[src/rtl/fetch_queue_pkg.sv]
// Shared front-end types: functional-unit ids, the BRANCH opcode and the fetch-queue FSM states.
// FETCH_QUEUE_BYPASS_EN is not used here; see fetch_queue.sv.
package fetch_queue_pkg;

    typedef enum logic [1:0] {ALU, LSU, MUL, BU} e_functional_unit;
    localparam int FU_CNT = 4;

    localparam logic [6:0] OPC_BRANCH = 7'b1100011;

    typedef enum logic {FQ_RUN, FQ_BRANCH_WAIT} e_fq_state;

    function automatic logic is_branch_opc(input logic [6:0] opc);
        return opc == OPC_BRANCH;
    endfunction

endpackage

[src/rtl/fq_fifo.sv]
// In-order storage for the fetch queue: entry array, wrapping pointers and a separate count.
// The head entry is read combinationally so it is visible the cycle after it is written.
module fq_fifo #(
    parameter int DEPTH = 4,
    parameter int WIDTH = 33
) (
    input  logic                         clk,
    input  logic                         rst,
    input  logic                         i_push,
    input  logic [WIDTH-1:0]             i_push_data,
    input  logic                         i_pop,
    output logic [WIDTH-1:0]             o_head,
    output logic [$clog2(DEPTH+1)-1:0]   o_count
);
    localparam int PW = $clog2(DEPTH);
    localparam int CW = $clog2(DEPTH+1);

    logic [WIDTH-1:0] r_mem [DEPTH];
    logic [PW-1:0]    r_wr_ptr;
    logic [PW-1:0]    r_rd_ptr;
    logic [CW-1:0]    r_count;

    // Entries are cleared on reset so the idle head reads as zero.
    for (genvar gi = 0; gi < DEPTH; gi++) begin : g_entry
        always_ff @(posedge clk or negedge rst) begin
            if (!rst) begin
                r_mem[gi] <= '0;
            end else if (i_push && (r_wr_ptr == PW'(gi))) begin
                r_mem[gi] <= i_push_data;
            end
        end
    end

    always_ff @(posedge clk or negedge rst) begin
        if (!rst) begin
            r_wr_ptr <= '0;
            r_rd_ptr <= '0;
            r_count  <= '0;
        end else begin
            if (i_push) r_wr_ptr <= r_wr_ptr + 1'b1;
            if (i_pop)  r_rd_ptr <= r_rd_ptr + 1'b1;
            r_count <= r_count + CW'(i_push) - CW'(i_pop);
        end
    end

    assign o_head  = r_mem[r_rd_ptr];
    assign o_count = r_count;

endmodule

[src/rtl/fetch_queue.sv]
// IFU consumer: polls fetches into fq_fifo and stalls polling after a branch until the BU broadcasts.
// Optional FETCH_QUEUE_BYPASS_EN forwards a fetch straight to dispatch when the queue is empty.
module fetch_queue
    import fetch_queue_pkg::*;
#(
    parameter int DEPTH      = 4,
    parameter int INSN_WIDTH = 32
) (
    input  logic                        clk,
    input  logic                        rst,
    input  logic                        fetch_ready_i,
    input  logic [INSN_WIDTH-1:0]       fetch_insn_i,
    output logic                        instruction_poll_o,
    input  logic                        bcast_valid_i,
    input  e_functional_unit            bcast_rs_i,
    output logic                        deq_valid_o,
    output logic [INSN_WIDTH-1:0]       deq_insn_o,
    output logic                        deq_is_branch_o,
    input  logic                        deq_ready_i,
    output logic [$clog2(DEPTH+1)-1:0]  count_o
);
    localparam int CW = $clog2(DEPTH+1);

    e_fq_state             r_state;
    e_fq_state             w_state_next;
    logic                  w_bu_bcast;
    logic                  w_full;
    logic                  w_in_branch;
    logic                  w_poll;
    logic                  w_xfer;
    logic                  w_push;
    logic                  w_pop;
    logic [INSN_WIDTH:0]   w_head;
    logic [CW-1:0]         w_count;

    assign w_bu_bcast  = bcast_valid_i && (bcast_rs_i == BU);
    assign w_full      = (w_count == CW'(DEPTH));
    assign w_in_branch = is_branch_opc(fetch_insn_i[6:0]);

    always_ff @(posedge clk or negedge rst) begin
        if (!rst) r_state <= FQ_RUN;
        else      r_state <= w_state_next;
    end

    always_comb begin
        w_state_next = r_state;
        w_poll       = 1'b0;
        case (r_state)
            FQ_RUN: begin
                w_poll = fetch_ready_i && !w_full && !w_bu_bcast;
                if (w_poll && w_in_branch) w_state_next = FQ_BRANCH_WAIT;
            end
            FQ_BRANCH_WAIT: begin
                if (w_bu_bcast) w_state_next = FQ_RUN;
            end
            default: w_state_next = FQ_RUN;
        endcase
    end

    // Gate with rst so the IFU never sees a poll while both sides are held in reset.
    assign instruction_poll_o = w_poll && rst;
    assign w_xfer             = instruction_poll_o && fetch_ready_i;
    assign w_pop              = (w_count != '0) && deq_ready_i;

`ifdef FETCH_QUEUE_BYPASS_EN
    logic w_bypass;
    assign w_bypass        = w_xfer && (w_count == '0);
    assign deq_valid_o     = (w_count != '0) || w_bypass;
    assign deq_insn_o      = w_bypass ? fetch_insn_i : w_head[INSN_WIDTH-1:0];
    assign deq_is_branch_o = w_bypass ? w_in_branch  : w_head[INSN_WIDTH];
    assign w_push          = w_xfer && !(w_bypass && deq_ready_i);
`else
    assign deq_valid_o     = (w_count != '0);
    assign deq_insn_o      = w_head[INSN_WIDTH-1:0];
    assign deq_is_branch_o = w_head[INSN_WIDTH];
    assign w_push          = w_xfer;
`endif

    fq_fifo #(
        .DEPTH (DEPTH),
        .WIDTH (INSN_WIDTH + 1)
    ) u_fifo (
        .clk         (clk),
        .rst         (rst),
        .i_push      (w_push),
        .i_push_data ({w_in_branch, fetch_insn_i}),
        .i_pop       (w_pop),
        .o_head      (w_head),
        .o_count     (w_count)
    );

    assign count_o = w_count;

endmodule

[config.mk]
export PLATFORM = sky130hd
export DESIGN_NAME = fetch_queue
export DESIGN_NICKNAME = d
export VERILOG_FILES = /design/src/rtl/fetch_queue_pkg.sv /design/src/rtl/fq_fifo.sv /design/src/rtl/fetch_queue.sv
export SDC_FILE = /design/constraint.sdc
export NUM_CORES = 1
export LEC_CHECK = 0
export BUFFER_PORTS_ARGS = -buffer_cell sky130_fd_sc_hd__buf_2
export CAP_MARGIN = 40
export CORE_AREA = 10 10 116 118
export DETAILED_ROUTE_END_ITERATION = 8
export DIE_AREA = 0 0 126 128
export MAX_ROUTING_LAYER = met4
export PLACE_DENSITY = 0.83
export RECOVER_POWER = 25
export SETUP_SLACK_MARGIN = 0.15
export SYNTH_ARGS = -nofsm -noshare
export SYNTH_HDL_FRONTEND = slang
export SYNTH_HIERARCHICAL = 1
export SYNTH_SLANG_ARGS = --single-unit
[constraint.sdc]
create_clock -name clk -period 2.65 [get_ports clk]
set_input_delay 0.3975 -clock clk [delete_from_list [all_inputs] [get_ports clk]]
set_output_delay 0.3975 -clock clk [all_outputs]
set_load 0.005 [all_outputs]
==> flow_summary.json <==
{
  "routedWlPerCell_um": 20.63,
  "vias": 3427,
  "fill_cells": 809,
  "clk_latency_ns": 0.42,
  "grt_max_degree": 73,
  "grtUsageTotal": 0.1640,
  "finClkSkew_ns": 0.008887,
  "coreArea_um2": 11220,
  "n_antenna_cell": 0,
  "synth_area_um2": 6290,
  "ys_ff_latch": 140,
  "area_delta_synth_final_pct": 17.15,
  "maxCapViolations": 1,
  "hold_depth": 2,
  "startpoint_type": "flip-flop",
  "drt-initial-drc-count": 142,
  "clock-sinks": 140,
  "cellPowerDensity_nw_per_um2": 1290,
  "cts_buffers": 17,
  "rsz0062_at_grt": "no",
  "multi_input_area_um2": 2522,
  "endpoint_kind": "output port",
  "failed_checks": "max-capacitance violations, max-slew violations",
  "cts_resized": 0,
  "antenna_found_initial": 0,
  "final.setup.tns_ns": 0,
  "vdd_drop_max_mv": 0.6888,
  "worstPathArrival_ns": 1.87,
  "seqCellArea_um2": 3505,
  "ant_nets": 0,
  "cts_hold_buf": 1,
  "synth-seq-area-share": 0.5570,
  "drv_slew": 67,
  "maxSlewHeadroom": -0.05082,
  "tightest_slew_ns": 1.576,
  "yosys_warnings": 6,
  "avgSynthCellArea_um2": 17.28,
  "grt_pass1_vias": 3863,
  "holdWs_ns": 0.2494,
  "fin_total_pwr_mw": 9.505,
  "viasPerCell": 5.637,
  "r2r-end": "u_fifo/o_count[2]",
  "grt_overflow": 0,
  "cts_root_buf": "clkbuf_16",
  "max_freq_mhz": 441.4,
  "leakagePower_nw": 3.363,
  "first_pass_iters": 4,
  "period_share": 0.8550,
  "cts_setup_buffers": 0,
  "final_area_um2": 7368,
  "crit_type": "flip-flop to output port",
  "placed_area_um2": 6790,
  "hold_viol": 0,
  "setup_ws_ns": 0.3844,
  "initial_core_util": 0.5604,
  "syn_inst": 364,
  "die-area_um2": 16130,
  "nNetsFinal": 498,
  "synth_cell_type_count": 26,
  "drive_above_1_share": 0.6108,
  "rr_startpoint": "u_fifo/o_count[2]",
  "ioPinCount": 77,
  "fin_crit_ns": 2.266,
  "min-delay-start": "fetch_insn_i[17]",
  "min_path_type": "input port to flip-flop",
  "setup_viol": 0,
  "dp_hpwl_um": 8254,
  "cts_buffer_depth": 2,
  "rrSetupSlack_ns": 0.47,
  "cp_max_fo": 26,
  "rows": 39,
  "die_w_um": 126,
  "min_to": "u_fifo/r_mem[83]",
  "r2r_cells": 7,
  "grt_pass1_wl_um": 20270,
  "drc": 0,
  "status": "finished with violations",
  "gp_congestion": 0.7553,
  "die_y_um": 128,
  "htreeDepth": 4,
  "routed_wl_um": 12550,
  "syn_nets": 410,
  "portBuffers": 76,
  "cts_tree": "yes",
  "dp_slack_ns": 0.5084,
  "clk_pin_slew_ns": 0.06,
  "worstPathRequired_ns": 2.25
}
==> power breakdown <==
| part | internal [mW] | switching [mW] |
|---|---|---|
| Clock | 1.51 | 0.908 |
| Combinational | 2.09 | 1.30 |
| Sequential | 3.17 | 0.528 |
==> cell type report <==
| cell class | instances | share of cell area |
|---|---|---|
| clock inverter | 13 | 0.02258 |
| inverter | 6 | 0.003057 |
| multi-input combinational | 197 | 0.3423 |
| clock buffer | 19 | 0.06011 |
| timing repair buffer | 90 | 0.07200 |
| tap | 143 | 0.02428 |
| sequential | 140 | 0.4756 |
==> layer usage <==
layer | vias up | track usage | share of wire
met3 | 19 | 0.04342 | 0.041
li1 | 1539 | - | -
met4 | 0 | 0.07033 | 0.017
met5 | - | - | 0
met1 | 1790 | 0.1878 | 0.42
met2 | 79 | 0.2684 | 0.52
==> worst max-delay path, cell delays in order, from the launching register on <==
cell and delay, ns:
dfrtp_2 0.38, buf_12 0.25, mux4_1 0.65, buf_2 0.16
==> cells by family after synthesis <==
group | share of synthesized area
muxes | 0.3575
DFF | 0.5570
buffers and inverters | 0.04078
and+or+nand+nor | 0.01790
adders and majority gates | 0.01512
xor gates and xnor gates | 0.006964
AOI/OAI and AO/OA | 0.004774
==> placed cells by master (no fill, tap or decap), drive strengths merged <==
cell         netlist  layout
mux2             132     132
xnor2              2       2
nor4b              1       1
clkbuf             0      23
or3                1       1
dfrtp            140     140
nand2              7       7
ha                 6       6
and2               1       1
o21ai              1       1
inv                6       8
and4b              2       2
a32oi              1       1
clkinvlp           0       6
nand3b             1       1
nor4               1       1
nor2               2       2
o21a               1       1
xor2               3       3
bufinv             0       3
a311oi             1       1
fa                 1       1
clkinv             0       2
mux4              33      33
buf               21      85
dlygate4sd3        0       1
==> how the worst max path moves through the flow <==
stage | endpoint | cells past startpoint | from | slack (ns)
2_1_floorplan | u_fifo/o_count[2] | 7 | u_fifo/o_count[2] | 0.59
3_3_place_gp | u_fifo/o_count[2] | 7 | u_fifo/o_count[2] | 0.58
3_5_place_dp | u_fifo/o_count[2] | 7 | u_fifo/o_count[2] | 0.51
4_1_cts | deq_insn_o[0] | 3 | u_fifo/r_rd_ptr[0] | 0.36
5_1_grt | u_fifo/r_mem[48] | 3 | rst | 0.24
6_report | deq_insn_o[0] | 3 | u_fifo/r_rd_ptr[0] | 0.38
==> state kept, by name, summed over array words and instances, names as in the netlist <==
name / flops
u_fifo/o_count: 3
u_fifo/r_mem: 132
u_fifo/r_wr_ptr: 2
u_fifo/r_rd_ptr: 2
r_state: 1
==> synthesized netlist by cell type (all sizes together) <==
cell	count	area share
a311oi	1	0.0014
a32oi	1	0.0014
and2	1	0.0014
and4b	2	0.0032
buf	21	0.037
dfrtp	140	0.56
fa	1	0.0032
ha	6	0.012
inv	6	0.0036
mux2	132	0.24
mux4	33	0.12
nand2	7	0.0058
nand3b	1	0.0012
nor2	2	0.0012
nor4	1	0.0020
nor4b	1	0.0014
o21a	1	0.0012
o21ai	1	0.00079
or3	1	0.0018
xnor2	2	0.0028
xor2	3	0.0042
==> metrics by stage <==
step	utilization	instances
4_1_cts	0.6602	608
5_1_grt	0.6565	608
2_1_floorplan	-	364
6_report	0.6565	608
3_3_place_gp	0.6026	574
3_5_place_dp	0.6050	575
Power figures use the tool's default switching activity.
